[config.mk]
export PLATFORM = sky130hd
export DESIGN_NAME = music_note_sequencer_flat
export DESIGN_NICKNAME = d
export VERILOG_FILES = /design/src/rtl/music_note_sequencer_pkg.sv /design/src/rtl/music_note_sequencer_if.sv /design/src/rtl/music_note_sequencer_rom.sv /design/src/rtl/music_note_sequencer.sv /design/src/flat_wrapper.sv
export SDC_FILE = /design/constraint.sdc
export NUM_CORES = 1
export LEC_CHECK = 0
export CAP_MARGIN = 10
export CORE_MARGIN = 1
export CORE_UTILIZATION = 55
export CTS_CLUSTER_SIZE = 24
export DETAILED_ROUTE_END_ITERATION = 6
export PLACE_DENSITY = 0.73
export SLEW_MARGIN = 20
export SYNTH_ARGS = -nofsm -noshare
export SYNTH_HDL_FRONTEND = slang
export SYNTH_SLANG_ARGS = --single-unit
[constraint.sdc]
create_clock -name clk -period 4.2 [get_ports clk]
set_clock_uncertainty 0.2 [all_clocks]
set_input_delay 0.84 -clock clk [delete_from_list [all_inputs] [get_ports clk]]
set_output_delay 0.84 -clock clk [all_outputs]
set_load 0.03 [all_outputs]
[src/rtl/music_note_sequencer_pkg.sv]
// music_pkg: shared constants, ROM entry field positions and FSM state type for the note sequencer.
package music_pkg;
  localparam int NOTE_W = 6;
  localparam logic [NOTE_W-1:0] REST_CODE = 6'd63;
  localparam logic [NOTE_W-1:0] MAX_NOTE = 6'd59;
  localparam int END_DUR = 0;
  localparam int NOTE_LSB = 0;
  localparam int DUR_LSB = NOTE_W;
  typedef enum logic [2:0] {IDLE, FETCH, LOAD, PLAY, GAP} state_t;
endpackage

[src/rtl/music_note_sequencer_if.sv]
// music_note_sequencer_if: control inputs and note/status outputs of the sequencer.
interface music_note_sequencer_if;
  logic i_start;
  logic i_stop;
  logic i_loop_en;
  logic [5:0] o_full_note;
  logic o_note_valid;
  logic o_busy;
  logic o_done;
  modport master(output i_start, i_stop, i_loop_en, input o_full_note, o_note_valid, o_busy, o_done);
  modport slave(input i_start, i_stop, i_loop_en, output o_full_note, o_note_valid, o_busy, o_done);
endinterface

[src/rtl/music_note_sequencer_rom.sv]
// music_song_rom: synchronous song ROM; built-in melody table unless USE_SONG selects the SONG image.
module music_song_rom
  import music_pkg::*;
#(
  parameter int ROM_DEPTH = 32,
  parameter int DUR_W = 4,
  parameter bit USE_SONG = 1'b0,
  parameter logic [ROM_DEPTH*(DUR_W+NOTE_W)-1:0] SONG = '0
) (
  input  logic clk,
  input  logic [$clog2(ROM_DEPTH)-1:0] addr,
  output logic [DUR_W+NOTE_W-1:0] q
);
  localparam int EW = DUR_W + NOTE_W;
  function automatic logic [EW-1:0] table_entry(input int a);
    case (a)
      0: return {DUR_W'(4), 6'd0};
      1: return {DUR_W'(2), 6'd4};
      2: return {DUR_W'(2), 6'd7};
      3: return {DUR_W'(8), 6'd12};
      default: return '0;
    endcase
  endfunction
  always_ff @(posedge clk)
    q <= USE_SONG ? SONG[int'(addr)*EW +: EW] : table_entry(int'(addr));
endmodule

[src/rtl/music_note_sequencer.sv]
// music_note_sequencer: steps through the song ROM, presenting each note with a gate for dur tempo ticks.
// Define SEQ_GAP_EN to insert a one-tick silent GAP after every note.
module music_note_sequencer
  import music_pkg::*;
#(
  parameter int TICK_DIV = 1562500,
  parameter int ROM_DEPTH = 32,
  parameter int DUR_W = 4,
  parameter bit USE_SONG = 1'b0,
  parameter logic [ROM_DEPTH*(DUR_W+NOTE_W)-1:0] SONG = '0
) (
  input logic clk,
  input logic rst,
  music_note_sequencer_if.slave bus
);
  localparam int AW = $clog2(ROM_DEPTH);
  localparam int EW = DUR_W + NOTE_W;
  localparam int TW = TICK_DIV > 1 ? $clog2(TICK_DIV) : 1;
  state_t r_state, w_nstate;
  logic [AW:0] r_addr, w_naddr;
  logic [TW-1:0] r_tick, w_ntick;
  logic [DUR_W-1:0] r_dur, w_ndur;
  logic [NOTE_W-1:0] r_note, w_nnote;
  logic r_valid, w_nvalid, r_done, w_ndone;
  logic [EW-1:0] w_entry;
  logic [DUR_W-1:0] w_ent_dur;
  logic [NOTE_W-1:0] w_ent_note;
  logic w_end, w_wrap, w_last;
  music_song_rom #(.ROM_DEPTH(ROM_DEPTH), .DUR_W(DUR_W), .USE_SONG(USE_SONG), .SONG(SONG)) u_rom (
    .clk(clk),
    .addr(r_addr[AW-1:0]),
    .q(w_entry)
  );
  assign w_ent_dur = w_entry[DUR_LSB +: DUR_W];
  assign w_ent_note = w_entry[NOTE_LSB +: NOTE_W];
  // the extra address bit marks running off the end of the ROM, which reads as an end marker
  assign w_end = w_ent_dur == DUR_W'(END_DUR) || r_addr >= (AW+1)'(ROM_DEPTH);
  assign w_wrap = r_tick == TW'(TICK_DIV - 1);
  assign w_last = w_wrap && r_dur == DUR_W'(1);
  always_comb begin
    w_nstate = r_state;
    w_naddr = r_addr;
    w_ntick = r_tick;
    w_ndur = r_dur;
    w_nnote = r_note;
    w_nvalid = r_valid;
    w_ndone = 1'b0;
    case (r_state)
      IDLE: if (bus.i_start) begin
        w_nstate = FETCH;
        w_naddr = '0;
      end
      FETCH: w_nstate = LOAD;
      LOAD: if (!w_end) begin
        w_nnote = w_ent_note;
        w_nvalid = w_ent_note <= MAX_NOTE;
        w_ndur = w_ent_dur;
        w_ntick = '0;
        w_nstate = PLAY;
      end else if (bus.i_loop_en && r_addr != '0) begin
        w_nstate = FETCH;
        w_naddr = '0;
      end else begin
        w_nstate = IDLE;
        w_ndone = 1'b1;
        w_nnote = REST_CODE;
        w_nvalid = 1'b0;
      end
      PLAY: begin
        w_ntick = w_wrap ? '0 : r_tick + 1'b1;
        w_ndur = w_wrap ? r_dur - 1'b1 : r_dur;
        if (w_last) begin
          w_naddr = r_addr + 1'b1;
`ifdef SEQ_GAP_EN
          w_nstate = GAP;
`else
          w_nstate = FETCH;
`endif
        end
      end
`ifdef SEQ_GAP_EN
      GAP: begin
        w_ntick = w_wrap ? '0 : r_tick + 1'b1;
        if (w_wrap) w_nstate = FETCH;
      end
`endif
      default: w_nstate = IDLE;
    endcase
    if (bus.i_stop) begin
      w_nstate = IDLE;
      w_nnote = REST_CODE;
      w_nvalid = 1'b0;
      w_ndone = 1'b0;
    end
  end
  always_ff @(posedge clk) begin
    if (rst) begin
      r_state <= IDLE;
      r_addr <= '0;
      r_tick <= '0;
      r_dur <= '0;
      r_note <= REST_CODE;
      r_valid <= 1'b0;
      r_done <= 1'b0;
    end else begin
      r_state <= w_nstate;
      r_addr <= w_naddr;
      r_tick <= w_ntick;
      r_dur <= w_ndur;
      r_note <= w_nnote;
      r_valid <= w_nvalid;
      r_done <= w_ndone;
    end
  end
  assign bus.o_full_note = r_note;
`ifdef SEQ_GAP_EN
  assign bus.o_note_valid = r_valid && r_state != GAP;
`else
  assign bus.o_note_valid = r_valid;
`endif
  assign bus.o_busy = r_state != IDLE;
  assign bus.o_done = r_done;
endmodule

[src/flat_wrapper.sv]
// flat-port wrapper written by rule: the top's interface ports become plain ports
module music_note_sequencer_flat import music_pkg::*;
#(
  parameter int TICK_DIV = 1562500,
  parameter int ROM_DEPTH = 32,
  parameter int DUR_W = 4,
  parameter bit USE_SONG = 1'b0,
  parameter logic [ROM_DEPTH*(DUR_W+NOTE_W)-1:0] SONG = '0
)
  (clk, rst, bus_i_start, bus_i_stop, bus_i_loop_en, bus_o_full_note, bus_o_note_valid, bus_o_busy, bus_o_done);
  music_note_sequencer_if bus_i ();
  input logic clk;
  input logic rst;
  input wire logic [$bits(bus_i.i_start)-1:0] bus_i_start;
  input wire logic [$bits(bus_i.i_stop)-1:0] bus_i_stop;
  input wire logic [$bits(bus_i.i_loop_en)-1:0] bus_i_loop_en;
  output wire logic [$bits(bus_i.o_full_note)-1:0] bus_o_full_note;
  output wire logic [$bits(bus_i.o_note_valid)-1:0] bus_o_note_valid;
  output wire logic [$bits(bus_i.o_busy)-1:0] bus_o_busy;
  output wire logic [$bits(bus_i.o_done)-1:0] bus_o_done;
  assign bus_i.i_start = bus_i_start;
  assign bus_i.i_stop = bus_i_stop;
  assign bus_i.i_loop_en = bus_i_loop_en;
  assign bus_o_full_note = bus_i.o_full_note;
  assign bus_o_note_valid = bus_i.o_note_valid;
  assign bus_o_busy = bus_i.o_busy;
  assign bus_o_done = bus_i.o_done;
  music_note_sequencer #(.TICK_DIV(TICK_DIV), .ROM_DEPTH(ROM_DEPTH), .DUR_W(DUR_W), .USE_SONG(USE_SONG), .SONG(SONG)) u_core (.clk(clk), .rst(rst), .bus(bus_i));
endmodule
==> impl_metrics.py, run 1 <==
metrics = {
    "clock_network": {
        "cts-root-buf": "clkbuf_8",
        "clock_latency_ps": 300,
        "cts_setup_buffers": 0,
        "cts_resized": 0,
        "cts_hold_buf": 0,
        "numCtsBuffers": 5,
        "clk_pin_slew_ps": 80,
        "clockBufferDepth": 2,
        "htree_levels": 2,
        "cts_num_sinks": 44,
        "cts_tree": "built",
    },
    "synthesis": {
        "synthArstFlopShare_pct": 0,
        "ys.flop_type": "dfxtp_1",
        "ys_warn_count": 0,
        "synth.distinct_cells": 48,
        "syn_nets": 275,
        "ys_ff_latch": 44,
        "seq_area_frac_synth_pct": 39.1,
        "netlist_instances": 259,
        "synth_edf_count": 0,
        "syn_area_um2": 2250,
        "avgSynthCellArea_um2": 8.70,
    },
    "pwr": {
        "intPower_mw": 0.557,
        "switching_share_pct": 23.9,
        "powerDensity_nw_per_um2": 295,
        "irDropWorstVdd_mv": 0.171,
        "p_leak_nw": 0.877,
        "pwr-share-clk_pct": 34.0,
        "switching_power_mw": 0.175,
        "p_comb_share_pct": 7.9,
        "seqPwrFrac_pct": 58.0,
    },
    "drt": {
        "drt_iter0_markers": 84,
        "routed_wl_mm": 4.38,
        "drt-wirelength-per-cell_um": 13.8,
        "viasPerCell": 5.74,
        "vias": 1820,
        "drcViolationCount": 0,
        "wl_met1_mm": 2.37,
        "wl_met3_um": 157,
        "dr.pass1.iters": 4,
        "wl_met2_mm": 1.78,
        "top_layer": "met4",
        "ant_nets": 0,
    },
    "critical_path": {
        "cp_top_family": "buffers and inverters",
        "cp_cell_sequence": "inv_1, ha_1, inv_1, clkdlybuf4s50_1",
        "crit_path_max_fanout": 4,
        "regToRegSetupSlack_ps": 1730,
        "crit_top_cell": "inv_1",
        "cp-end-kind": "primary output",
        "crit_type": "flop to primary output",
        "critPathRequiredTime_ps": 3160,
        "cp.arrival_ps": 1700,
        "cp_num_buf_inv": 3,
        "cpPeakStageDelay_ps": 650,
        "startpoint_type": "flop",
        "cpMaxStageDelayCell": "clkdlybuf4s50_1",
    },
    "die": {
        "die_w_um": 66.0,
        "rows": 22,
        "dieArea_um2": 4350,
        "core_um2": 3800,
        "start_util_pct": 59.3,
        "ios": 14,
        "die_height_um": 66.0,
    },
    "placed_design": {
        "place_inst": 310,
        "portBuffers": 13,
        "dp_hpwl_mm": 3.23,
        "postPlaceCellArea_um2": 2400,
        "place_congestion": 0.871,
    },
    "timing": {
        "setup_tns_ps": 0,
        "fin_crit_sh_pct": 65.3,
        "finalHoldViolations": 0,
        "maxSlewHeadroom_pct": 57.3,
        "fin_hold_ws_ps": 317,
        "timing.fmax_ghz": 0.365,
        "setup_violations": 0,
        "slew_violations": 0,
        "layout_min_cycle_time_ps": 2740,
        "worst_pin_slew_ps": 639,
        "rsz0062_at_grt": "no",
    },
    "layout": {
        "drive_gt1_share_pct": 8.18,
        "diodes": 0,
        "layout_commonest_cell": "dfxtp_1",
        "design_area_um2": 2480,
        "postLayoutCoreUtil_pct": 65.2,
        "finalNetCount": 285,
        "area_growth_pct": 9.94,
        "fillCellCount": 330,
        "final_cell_mix": "44 x dfxtp_1, 36 x nor2_1, 18 x xnor2_1",
        "layout.cells.non_filler": 317,
    },
    "global_route": {
        "grt_pass1_wl_mm": 7.71,
        "grt_max_degree": 22,
        "grt_pass1_vias": 1662,
        "antenna_found_initial": 0,
        "grt.total_usage_pct": 23.2,
        "grt_remaining_overflow": 0,
    },
    "worst_hold_path": {
        "hold_class": "flop to flop",
    },
    "status": {
        "outcome": "completed",
    },
    "flow_run": {
        "maxCapViolations": 0,
    },
}
state kept, by name, indices dropped and copies added, names as in the netlist:
name / flops
u_core.bus.o_note_valid: 1
u_core.r_tick: 21
u_core.r_dur: 4
u_core.bus.o_full_note: 4
u_core.r_state: 2
u_core.r_addr: 6
u_core.bus.o_done: 1
u_core.u_rom.q: 5
Yosys cell counts (3+ instances only):
master / instances / area share, %
o21ai_0: 11 / 2.4
a221o_1: 4 / 1.8
nor2_1: 36 / 6.0
xnor2_1: 18 / 7.0
inv_1: 13 / 2.2
a21oi_1: 3 / 0.67
nand3_1: 11 / 2.4
nor4_1: 11 / 3.1
nand2b_1: 3 / 0.83
nand4_1: 5 / 1.4
ha_1: 11 / 6.1
clkbuf_1: 7 / 1.2
or2_2: 3 / 0.83
nor3_1: 13 / 2.9
and3_1: 4 / 1.1
dfxtp_1: 44 / 39
a32o_1: 3 / 1.3
nand2_1: 15 / 2.5
nor2b_1: 5 / 1.4
tightest hold or removal path: cells and delay by family, from the launching register on:
kind / cells / cell delay (ps)
flip-flops: 1 / 310
AND/OR/NAND/NOR: 1 / 80
AO/OA/AOI/OAI: 1 / 80
metrics by stage:
stage | power [mW] | worst slack [ps]
after global routing | 0.759 | 1340
after floorplan | 0.475 | 2020
after detailed placement | 0.492 | 1410
after CTS | 0.738 | 1450
final | 0.731 | 1460
after global placement | 0.492 | 1470
routing by layer:
layer / GRT usage (%) / up-vias
met1: 32.6 / 839
li1: - / 937
met2: 34.4 / 36
met5: 0 / -
met3: 4.14 / 8
met4: 10.4 / 0
power groups by stage:
| stage | Sequential (mW) | Clock, mW | Combinational (mW) |
|---|---|---|---|
| 2_1_floorplan | 0.436 | 0 | 0.0394 |
| 3_3_place_gp | 0.434 | 0 | 0.0574 |
| 3_5_place_dp | 0.434 | 0 | 0.0577 |
| 4_1_cts | 0.424 | 0.256 | 0.0579 |
| 5_1_grt | 0.425 | 0.269 | 0.0644 |
| 6_report | 0.425 | 0.249 | 0.0581 |
layout make-up:
type | count | area (um^2) | area share [%]
tap | 48 | 60.1 | 2.43
multi-input combinational | 191 | 1270 | 51.3
inverter | 13 | 48.8 | 1.97
clock inverter | 1 | 5.00 | 0.202
clock buffer | 6 | 72.6 | 2.93
timing repair buffer | 14 | 138 | 5.56
sequential | 44 | 881 | 35.6
final timing paths:
| check | startpoint | end | cells past startpoint |
|---|---|---|---|
| worst max-delay path | u_core.r_state[0] | bus_o_busy | 4 |
| worst min-delay path | u_core.u_rom.q[2] | u_core.bus.o_full_note[2] | 2 |
| worst max register to register | u_core.r_state[0] | u_core.r_tick[20] | 6 |
| worst min register to register | u_core.u_rom.q[2] | u_core.bus.o_full_note[2] | 2 |
cells by family (layout without fill, tap and decap cells):
group / count (synthesis) / count (layout) / synth area share (%)
buffers and inverters: 24 / 34 / 4.44
adders and majority gates: 11 / 11 / 6.11
and+or+nand+nor: 125 / 125 / 30.4
AOI/OAI and AO/OA: 33 / 33 / 11.1
DFF: 44 / 44 / 39.1
xor gates and xnor gates: 19 / 19 / 7.39
muxes: 3 / 3 / 1.44
Note: power is estimated with default switching activity, not from simulation.
==> run 2: changes to the inputs <==
clock period = 2.55 ns   (was 4.2 ns; I/O delays follow)
==> impl_metrics.py, run 2 (synthesis gave the netlist of run 1 again) <==
metrics = {
    "status": {
        "outcome": "completed",
    },
    "pwr": {
        "intPower_mw": 1.02,
        "seqPwrFrac_pct": 53.2,
        "pwr-share-clk_pct": 39.1,
        "switching_share_pct": 22.0,
        "irDropWorstVdd_mv": 0.352,
        "p_leak_nw": 0.915,
        "switching_power_mw": 0.289,
        "p_comb_share_pct": 7.6,
        "powerDensity_nw_per_um2": 516,
    },
    "flow_run": {
        "maxCapViolations": 0,
    },
    "layout": {
        "final_cell_mix": "44 x dfxtp_1, 36 x nor2_1, 18 x xnor2_1",
        "reg_top3": "u_core.r_tick x21, u_core.r_addr x6, u_core.u_rom.q x5",
        "largest_register": "u_core.r_tick",
        "drive_gt1_share_pct": 10.2,
        "multi_input_comb_area_um2": 1270,
        "design_area_um2": 2540,
        "diodes": 0,
        "largest_reg_flops": 21,
        "layout_commonest_cell": "dfxtp_1",
        "regArea_um2": 881,
        "fillCellCount": 350,
        "layout.cells.non_filler": 323,
        "area_growth_pct": 12.9,
        "finalNetCount": 290,
    },
    "placed_design": {
        "postPlaceCellArea_um2": 2440,
        "portBuffers": 13,
        "dp_hpwl_mm": 3.18,
        "place_congestion": 0.792,
        "place_inst": 315,
    },
    "timing": {
        "fin_hold_ws_ps": 309,
        "setup_violations": 0,
        "fin_crit_sh_pct": 93.9,
        "maxSlewHeadroom_pct": 67.4,
        "worst_pin_slew_ps": 487,
        "setup_tns_ps": 0,
        "timing.fmax_ghz": 0.418,
        "finalHoldViolations": 0,
        "rsz0062_at_grt": "no",
        "slew_violations": 0,
        "layout_min_cycle_time_ps": 2390,
    },
    "drt": {
        "drt_iter0_markers": 114,
        "dr.pass1.iters": 4,
        "drcViolationCount": 0,
        "drt-wirelength-per-cell_um": 13.5,
        "ant_nets": 0,
        "viasPerCell": 5.60,
        "vias": 1810,
        "routed_wl_mm": 4.37,
    },
    "clock_network": {
        "htree_levels": 2,
        "cts-root-buf": "clkbuf_8",
        "clockBufferDepth": 2,
        "cts_num_sinks": 44,
        "cts_setup_buffers": 0,
        "cts_hold_buf": 0,
        "cts_resized": 0,
        "cts_tree": "built",
        "clock_latency_ps": 290,
        "clk_pin_slew_ps": 80,
        "numCtsBuffers": 5,
    },
    "critical_path": {
        "cp.arrival_ps": 1680,
        "startpoint_type": "flop",
        "cp-end-kind": "primary output",
        "critPathRequiredTime_ps": 1840,
        "crit_type": "flop to primary output",
        "crit_path_max_fanout": 4,
    },
    "die": {
        "die_w_um": 66.0,
        "start_util_pct": 59.3,
        "dieArea_um2": 4350,
        "ios": 14,
        "die_height_um": 66.0,
        "core_um2": 3800,
        "rows": 22,
    },
    "global_route": {
        "grt_remaining_overflow": 0,
        "antenna_found_initial": 0,
        "grt_pass1_vias": 1672,
        "grt.total_usage_pct": 23.0,
        "grt_max_degree": 22,
        "grt_pass1_wl_mm": 7.70,
    },
    "worst_hold_path": {
        "hold_class": "flop to flop",
    },
}
run 2: area by class of cell:
cell class | count | share of cell area, %
Multi-Input combinational cell | 191 | 50.0
Sequential cell | 44 | 34.6
Timing Repair Buffer | 19 | 6.89
Clock buffer | 6 | 2.85
Tap cell | 48 | 2.36
Inverter | 13 | 1.92
Clock inverter | 2 | 1.38
run 2: routing by layer:
| metal | global-route usage, % | share of wire (%) | up-vias |
|---|---|---|---|
| li1 | - | - | 945 |
| met1 | 32.4 | 53 | 827 |
| met2 | 34.1 | 42 | 31 |
| met3 | 4.83 | 3.8 | 7 |
| met4 | 8.78 | 1.4 | 0 |
| met5 | 0 | 0 | - |
run 2: final timing paths:
path,slack (ps),to,cells past startpoint,start
max,160,bus_o_busy,4,u_core.r_state[0]
min,310,u_core.bus.o_full_note[2],2,u_core.u_rom.q[2]
max reg2reg,190,u_core.r_addr[3],7,u_core.r_state[0]
min reg2reg,310,u_core.bus.o_full_note[2],2,u_core.u_rom.q[2]
run 2: worst max-delay path, stage by stage (launching register included):
cell	delay, ps
dfxtp_1	380
inv_1	80
ha_1	220
inv_1	60
clkdlybuf4s50_1	650
run 2: metrics by stage:
stage | power, mW | utilization (%) | setup WS [ps]
global route | 1.37 | 67.0 | 40.9
global placement | 0.813 | 64.1 | 148
detailed placement | 0.815 | 64.1 | 105
floorplan | 0.783 | - | 416
CTS | 1.33 | 67.0 | 145
finish | 1.31 | 67.0 | 157
run 2: power by group through the flow:
stage | clock network, mW | logic [mW] | registers [mW]
floorplan | 0 | 0.0648 | 0.718
global placement | 0 | 0.0985 | 0.715
global route | 0.557 | 0.111 | 0.700
CTS | 0.527 | 0.101 | 0.699
finish | 0.514 | 0.100 | 0.699
detailed placement | 0 | 0.100 | 0.715
==> run 3: changes to the inputs <==
CAP_MARGIN = 20   (was 10)
HOLD_SLACK_MARGIN = 0.15   (was not set)
==> results of run 3 <==
The final DEF is identical to that of run 2; final timing and power are the same.
